==> config.mk <==
export PLATFORM = sky130hd
export DESIGN_NAME = razor_recovery_ctrl
export DESIGN_NICKNAME = d
export VERILOG_FILES = /design/src/rtl/razor_pkg.sv /design/src/rtl/razor_dvs_window.sv /design/src/rtl/razor_recovery_ctrl.sv
export SDC_FILE = /design/constraint.sdc
export NUM_CORES = 1
export LEC_CHECK = 0
export BUFFER_PORTS_ARGS = -buffer_cell sky130_fd_sc_hd__buf_2
export CAP_MARGIN = 40
export CORE_UTILIZATION = 48
export DETAILED_ROUTE_END_ITERATION = 8
export GPL_TIMING_DRIVEN = 0
export PLACE_DENSITY = 0.79
export SLEW_MARGIN = 0
export SYNTH_ARGS = -nofsm -noshare
export SYNTH_HDL_FRONTEND = slang
export SYNTH_SLANG_ARGS = --single-unit
export TNS_END_PERCENT = 30
==> constraint.sdc <==
create_clock -name clk -period 10.3 [get_ports clk]
set_input_delay 1.03 -clock clk [delete_from_list [all_inputs] [get_ports clk]]
set_output_delay 1.03 -clock clk [all_outputs]
set_load 0.02 [all_outputs]
==> src/rtl/razor_pkg.sv <==
// Shared types and constants for the Razor error-recovery controller.
package razor_pkg;

    typedef enum logic [1:0] {
        RUN     = 2'd0,
        RESTORE = 2'd1,
        REPLAY  = 2'd2
    } razor_state_e;

    localparam int unsigned ERR_TOTAL_W = 16;
    localparam logic [ERR_TOTAL_W-1:0] ERR_TOTAL_MAX = '1;

endpackage

==> src/rtl/razor_dvs_window.sv <==
// Windowed error counter that steps the supply voltage code up or down
// once per observation window.
module razor_dvs_window
    import razor_pkg::*;
#(
    parameter int unsigned WINDOW    = 256,
    parameter int unsigned VCODE_W   = 6,
    parameter int unsigned VCODE_RST = 32,
    parameter int unsigned ERR_HI    = 4,
    parameter int unsigned ERR_LO    = 0
) (
    input  logic               clk,
    input  logic               reset,
    input  logic               det,
    output logic [VCODE_W-1:0] vcode,
    output logic               vcode_min,
    output logic               vcode_max
);

    localparam int unsigned CNT_W = $clog2(WINDOW);
    localparam int unsigned WE_W  = $clog2(ERR_HI + 1);

    localparam logic [CNT_W-1:0]   CNT_LAST = CNT_W'(WINDOW - 1);
    localparam logic [WE_W-1:0]    HI       = WE_W'(ERR_HI);
    localparam logic [WE_W-1:0]    LO       = WE_W'(ERR_LO);
    localparam logic [VCODE_W-1:0] VRST     = VCODE_W'(VCODE_RST);

    logic [CNT_W-1:0]   win_cnt;
    logic [WE_W-1:0]    win_err;
    logic [WE_W-1:0]    eff;
    logic [WE_W:0]      sum;
    logic               close;
    logic [VCODE_W-1:0] vcode_nxt;

    // Saturating error tally including this cycle's detection, and the
    // voltage step decided on it when the window closes.
    always_comb begin
        sum       = {1'b0, win_err} + (WE_W+1)'(det);
        eff       = (sum >= {1'b0, HI}) ? HI : sum[WE_W-1:0];
        close     = (win_cnt == CNT_LAST);
        vcode_nxt = vcode;
        if (close) begin
            if (eff >= HI) begin
                if (vcode != '1) vcode_nxt = vcode + VCODE_W'(1);
            end else if (eff <= LO) begin
                if (vcode != '0) vcode_nxt = vcode - VCODE_W'(1);
            end
        end
    end

    always_ff @(posedge clk) begin
        if (reset) begin
            win_cnt   <= '0;
            win_err   <= '0;
            vcode     <= VRST;
            vcode_min <= (VRST == '0);
            vcode_max <= (VRST == '1);
        end else begin
            win_cnt   <= win_cnt + CNT_W'(1);
            win_err   <= close ? '0 : eff;
            vcode     <= vcode_nxt;
            vcode_min <= (vcode_nxt == '0);
            vcode_max <= (vcode_nxt == '1);
        end
    end

endmodule

==> src/rtl/razor_recovery_ctrl.sv <==
// Razor error detection, fixed two-cycle stall/restore/replay recovery and
// closed-loop supply voltage tuning.
module razor_recovery_ctrl
    import razor_pkg::*;
#(
    parameter int unsigned N_ERR     = 32,
    parameter int unsigned WINDOW    = 256,
    parameter int unsigned VCODE_W   = 6,
    parameter int unsigned VCODE_RST = 32,
    parameter int unsigned ERR_HI    = 4,
    parameter int unsigned ERR_LO    = 0
) (
    input  logic               clk,
    input  logic               reset,
    input  logic [N_ERR-1:0]   err_in,
    input  logic               op_valid,
    output logic               stall,
    output logic               restore,
    output logic               replay,
    output logic [VCODE_W-1:0] vcode,
    output logic               vcode_min,
    output logic               vcode_max,
    output logic [15:0]        err_total
);

    razor_state_e state, state_nxt;
    logic stall_nxt, restore_nxt, replay_nxt;
    logic det;

    // Errors are ignored while the shadow value is being restored/replayed.
    assign det = (state == RUN) & op_valid & (|err_in);

    always_comb begin
        state_nxt   = state;
        stall_nxt   = 1'b0;
        restore_nxt = 1'b0;
        replay_nxt  = 1'b0;
        case (state)
            RUN:     if (det) state_nxt = RESTORE;
            RESTORE: state_nxt = REPLAY;
            REPLAY:  state_nxt = RUN;
            default: state_nxt = RUN;
        endcase
        case (state_nxt)
            RESTORE: begin
                stall_nxt   = 1'b1;
                restore_nxt = 1'b1;
            end
            REPLAY: begin
                stall_nxt  = 1'b1;
                replay_nxt = 1'b1;
            end
            default: ;
        endcase
    end

    always_ff @(posedge clk) begin
        if (reset) begin
            state     <= RUN;
            stall     <= 1'b0;
            restore   <= 1'b0;
            replay    <= 1'b0;
            err_total <= '0;
        end else begin
            state   <= state_nxt;
            stall   <= stall_nxt;
            restore <= restore_nxt;
            replay  <= replay_nxt;
            if (det && (err_total != ERR_TOTAL_MAX))
                err_total <= err_total + ERR_TOTAL_W'(1);
        end
    end

    razor_dvs_window #(
        .WINDOW    (WINDOW),
        .VCODE_W   (VCODE_W),
        .VCODE_RST (VCODE_RST),
        .ERR_HI    (ERR_HI),
        .ERR_LO    (ERR_LO)
    ) u_dvs (
        .clk       (clk),
        .reset     (reset),
        .det       (det),
        .vcode     (vcode),
        .vcode_min (vcode_min),
        .vcode_max (vcode_max)
    );

endmodule
Word level (Yosys, flattened, before mapping)
Index checks and enable logic that the tools add are counted.
Word-level totals
  register bits after elaboration: 40
  bits of input ports: 35
  output and inout port bits: 27
  logic and storage cells: 45
Operators by class
  add/subtract/negate cells: 5
  $lt $le $gt $ge: 3
  eq/ne operators: 7
  mux-type cells: 11
  bitwise logic cells: 2
  reduce and logical (&&, ||, !) cells: 7
Operators with widths (number)
  32-bit OR reduction: 1
  6-bit 2-to-1 mux: 5
  16-bit by 1-bit adder with 16-bit output, second input constant: 1
  16-bit inequality test, second input constant: 1
  8-bit by 1-bit adder with 8-bit output, second input constant: 1
  8-bit == test, second input constant: 1
  6-bit by 1-bit adder with 6-bit output, second input constant: 1
  6-bit == test, second input constant: 1
  6-bit logical NOT: 1
  6-bit inequality test, second input constant: 1
  6-bit nonzero test: 1
  6-bit by 1-bit subtractor with 6-bit output, second input constant: 1
  3-bit by 1-bit adder with 4-bit output: 1
  2-bit by 1-bit == test with 1-bit output, second input constant: 2
  4-bit by 3-bit greater-or-equal comparator with 1-bit output, second input constant: 1
  2-bit case mux with 2 select lines: 1
  2-bit OR reduction: 2
  3-bit greater-or-equal comparator, second input constant: 1
  3-bit by 1-bit less-or-equal comparator with 1-bit output, second input constant: 1
  1-bit 2-to-1 mux: 3
  3-bit 2-to-1 mux: 1
  1-bit bitwise AND: 2
  2-bit == test, second input constant: 1
  2-bit logical NOT: 1
  2 further kinds: 2

Longest topological paths before layout
  depth after elaboration: 11
  mapped depth: 14
  gate-level depth less buffers: 12

Hierarchy
From an unflattened synthesis, not the netlist that was laid out.
Unflattened totals
  cell total of the unflattened synthesis: 258
  area total of the unflattened synthesis: 2210.9 um^2
Modules (own cells, without submodules)
  razor_dvs_window: times used 1, cells an instance 134, area each 1133.6 um^2, seq. area each 380.4 um^2
  razor_recovery_ctrl: times used 1, cells an instance 124, area each 1077.3 um^2, seq. area each 400.4 um^2

Worst setup path before layout
Ideal clock, no wire load.
  path kind: in2reg
  start: input port err_in[30]
  end: register u_dvs.vcode_max
  library setup time: 0.087 ns
  arrival time: 3.916 ns
  data required time: 10.213 ns
  setup slack: 6.296 ns
  stages on the path: 13
  buffers on the path: 1
  path through: nor4_1 nand4_1 o211ai_2 buf_2 inv_1 ha_1 ha_1 or4_4 a2111o_1 nand4_1 nand3_2 nand2b_4 nor4_4
Between the ends
  word-level cells in the longest chain between the ends: 10
  elaborated cells on any way between the ends: 11
  classes of those cells: add/sub: 1; order compare: 3; eq/ne: 1; mux: 4; bitwise: 1; reduce/logical: 1
RTL lines
  start, declared: RTL line razor_recovery_ctrl.sv:15  | input logic [N_ERR-1:0] err_in,
  32-bit OR reduction (*): RTL line razor_recovery_ctrl.sv:31  | assign det = (state == RUN) & op_valid & (|err_in);
  1-bit bitwise AND (*): RTL line razor_recovery_ctrl.sv:31
  3-bit by 1-bit adder with 4-bit output (*): RTL line razor_dvs_window.sv:38  | sum = {1'b0, win_err} + (WE_W+1)'(det);
  4-bit by 3-bit greater-or-equal comparator with 1-bit output: RTL line razor_dvs_window.sv:39  | eff = (sum >= {1'b0, HI}) ? HI : sum[WE_W-1:0];
  3-bit 2-to-1 mux (*): RTL line razor_dvs_window.sv:39
  3-bit by 1-bit less-or-equal comparator with 1-bit output: RTL line razor_dvs_window.sv:45  | end else if (eff <= LO) begin
  6-bit 2-to-1 mux: RTL line razor_dvs_window.sv:45
  6-bit 2-to-1 mux (*): RTL line razor_dvs_window.sv:43  | if (eff >= HI) begin
  6-bit 2-to-1 mux (*): RTL line razor_dvs_window.sv:42  | if (close) begin
  6-bit == test (*): RTL line razor_dvs_window.sv:63  | vcode_max <= (vcode_nxt == '1);
  end signal, assigned: RTL line razor_dvs_window.sv:57  | vcode_max <= (VRST == '1);
  end signal, assigned: RTL line razor_dvs_window.sv:63
  end, declared: RTL line razor_dvs_window.sv:17  | output logic vcode_max
Mark *: on every way between the ends. The rest lies on a longest branch, timed or not.
A chain may end at the register's enable or synchronous reset.

Final worst setup path
  start: input port err_in[31]
  end: register u_dvs.vcode_max
The elaborated chain is that of the path after synthesis.

==> metrics <==
run status completed; Pins Over Slew Limit 0; post-DR wirelength/cell 13.4 um; crit path capture type flop; worst supply voltage drop on vdd 0.0712 mV; latest clock arrival within the worst-skew pair 0.30 ns; largest delay contributor family on the critical path simple AND/OR/NAND/NOR gates; slowest library cell on the worst path or4_4; FF-to-FF path depth 12; maximum fanout encountered on the critical timing path 10; largest net degree at the start of global routing 12; fraction of final layout cells sized beyond drive strength 1 27.7%; ANT cells 0; launch point of the worst path err_in[31]; effective utilization at floorplan 51.0%; Fin Clk Skew 0.00485 ns; CTS sink count 39; Warnings, synthesis 0; buffers inserted during post-CTS setup optimization 0; drc violations 0; final clock period utilization by the worst path 40.6%; cell area power density 116 nW/um2; largest stage delay on the critical path approximately 0.57 ns; clock tree from TritonCTS yes; buffer cell driving the clock tree root clkbuf_8; data arrival time at the worst-slack endpoint 4.39 ns; Hold Violations, Final 0; first-iteration detailed-routing DRC count 140; ys flop type dfxtp_1; unrepaired setup endpoints after global routing no; number of core rows 23; post-synthesis net count between 200 and 300; Synth cell types 52; number of instances in the synthesized netlist 244; cell types occupying the most area after synthesis dfxtp_1 37%, xnor2_1 6.7%, nor2_1 6.1%; initial antenna violation count 0; final estimated routing congestion in global placement 0.905; Worst path depth 14; slack of the worst reg-to-reg path 7.24 ns; worst path cell trace buf_2 > nor4_1 > nand4_1 > o211ai_2 > buf_2 > inv_1 > ha_1 > ha_1 > or4_4 > a2111o_1 > nand4_1 > nand3_2 > nand2b_4 > nor4_4; worst min path class flop to flop; # setup viols final 0; capture point of the worst reg-to-reg path u_dvs.vcode_max; Total Neg Setup Slack 0 ns; dominant cell type by area after synthesis dfxtp_1; start of the worst register-to-register path replay; overall track demand over capacity in global routing 21.7%; fill cell count between 300 and 400; Post-synth EDFFs 0; area of placed instances ~2500 um2; Routed Wire Length 4830 um; transition at the pin with the smallest max-transition slack 0.615 ns; Horiz. Die Dim 67.9 um; syn_area_per_cell 8.54 um2; via count of the first global-routing pass 1783; worst slew margin relative to its limit approximately three fifths; number of optimization iterations in the first detailed-route pass 5; maximum count of clock buffers along a single path 2; total grt overflow 0; area added between synthesis and finish 21.3%; Detail Placement HPWL 3570 um; post-synthesis async set-or-reset flop share 0%; number of instances resized during post-cts repair 0; required arrival time at the worst endpoint 10.51 ns; maximum level of the CTS H-tree 2; Fmax 239 MHz; portion of synthesized cell area occupied by the leading cell type 37.5%; post-synthesis sequential area ratio between 30% and 40%; count of port buffers added during placement between 60 and 70; quantity of hold-fixing buffers added after cts 0; number of buffers and inverters on the critical path 3; mean number of vias per cell around 5.7; post-layout instance area 2530 um2; number of nets in the finished design between 300 and 400; Leak 1.05 nW; Routed Antenna Nets 0; wire length of the first global-routing pass around 7500 um; minimum period implied by the final worst setup slack 4.19 ns; startpoint type of the worst setup path input port; post-synthesis instance area 2080 um2; via count 2064; Die ar. 4610 um2; category of the critical setup timing path input port to flop; CP endpoint u_dvs.vcode_max; Top-Level Pins 62; clock transition time at the flip-flop clock pins of the worst setup and hold paths 0.07 ns; number of buffers created by CTS 5; number of register bits inferred by synthesis 39; Die Y-Extent 67.9 um; Max-cap violations 0; Core Area 4090 um2
-- per-layer routing --
layer / vias to the layer above / global-route usage, % / part of all wire, % / wire length [um]
met2: 79 / 34.9 / 48 / 2310
met5: - / 0 / 0 / 0
met3: 13 / 5.50 / 6.5 / 313
met4: 0 / 12.0 / 2.6 / 125
li1: 1021 / - / - / -
met1: 951 / 26.3 / 43 / 2080
-- cells in the final DEF (no fill, tap or decap), types with 2 or more instances in the layout --
cell type  Yosys  final
clkbuf_8       0      5
a21oi_1        8      8
nor3b_1        2      2
xor2_1         3      3
nand3_1       13     13
nor3_1        13     13
inv_1          9      9
buf_2          5     66
and4_1         4      4
dfxtp_1       39     39
o21ai_0       11     11
a21o_1         3      3
nor4_1        14     14
nor4b_1        2      2
buf_1          2      2
clkbuf_1       3      3
nor2_1        34     34
or3_1          4      4
nor2b_1        4      4
nand2_1        8      8
ha_1           7      7
nand4_1        6      6
xnor2_1       16     16
and3_1         3      3
nand2b_1       3      3
-- power breakdown --
part           internal [W]   total, W  switching, W
Combinational     0.0000178  0.0000379     0.0000201
Clock             0.0000450  0.0000980     0.0000531
Sequential         0.000154   0.000157    0.00000256
-- cells in the mapped netlist, types with 2 or more instances --
library cell,instances
buf_1,2
nor2_1,34
or3_1,4
buf_2,5
inv_1,9
nor4b_1,2
and4_1,4
ha_1,7
nand3_1,13
nand4_1,6
nor4_1,14
xnor2_1,16
xor2_1,3
a21o_1,3
nor3b_1,2
nand2b_1,3
a21oi_1,8
and3_1,3
o21ai_0,11
nor3_1,13
nand2_1,8
clkbuf_1,3
dfxtp_1,39
nor2b_1,4
-- sequential cells by signal, indices dropped and copies added (netlist names) --
signal	count
err_total	16
state	1
replay	1
u_dvs.vcode_max	1
u_dvs.win_cnt	8
u_dvs.vcode	6
stall	1
restore	1
u_dvs.win_err	3
u_dvs.vcode_min	1
-- cell families (layout without fill, tap and decap cells) --
group           count (synthesis)  in the layout  synth area share [%]
buf+inv                        19             86                  3.72
flops                          39             39                  37.5
compound gates                 37             37                  12.7
mux                             2              2                  1.02
xor+xnor                       19             19                  7.98
simple gates                  121            121                  32.9
fa+ha+maj                       7              7                  4.20
-- through the flow --
step | utilization, % | total power (W) | setup slack, ns | cells | hold WS, ns
after floorplan | - | 0.000185 | 6.30 | 244 | 0.418
after global placement | 60.0 | 0.000197 | 5.87 | 355 | 0.431
after detailed placement | 60.0 | 0.000198 | 5.77 | 355 | 0.437
after CTS | 61.9 | 0.000295 | 6.07 | 361 | 0.454
after global routing | 61.9 | 0.000305 | 5.83 | 361 | 0.484
final | 61.9 | 0.000293 | 6.11 | 361 | 0.449
-- worst min-delay path by stage --
stage / startpoint / end / cells past startpoint
after floorplan: u_dvs.win_cnt[0] / u_dvs.win_cnt[0] / 1
after global placement: u_dvs.win_cnt[0] / u_dvs.win_cnt[0] / 1
after detailed placement: u_dvs.win_cnt[0] / u_dvs.win_cnt[0] / 1
after CTS: u_dvs.win_cnt[0] / u_dvs.win_cnt[0] / 1
after global routing: u_dvs.win_cnt[0] / u_dvs.win_cnt[0] / 1
final: u_dvs.win_cnt[0] / u_dvs.win_cnt[0] / 1
-- area by class of cell --
type,count,area (um2),share of cell area [%]
Multi-Input combinational cell,186,1230,48.5
Sequential cell,39,781,30.9
Timing Repair Buffer,61,305,12.1
Clock buffer,5,68.8,2.72
Tap cell,50,62.6,2.47
Buffer,10,43.8,1.73
Inverter,9,33.8,1.34
Clock inverter,1,7.51,0.297
-- worst register-to-register path, stage by stage (launching register included) --
cell and delay [ns]:
dfxtp_1 0.35, nor2_1 0.06, o211ai_2 0.16, buf_2 0.29, inv_1 0.06, ha_1 0.20
ha_1 0.32, or4_4 0.57, a2111o_1 0.40, nand4_1 0.11, nand3_2 0.09, nand2b_4 0.16
nor4_4 0.19
Power figures use the tool's default switching activity.
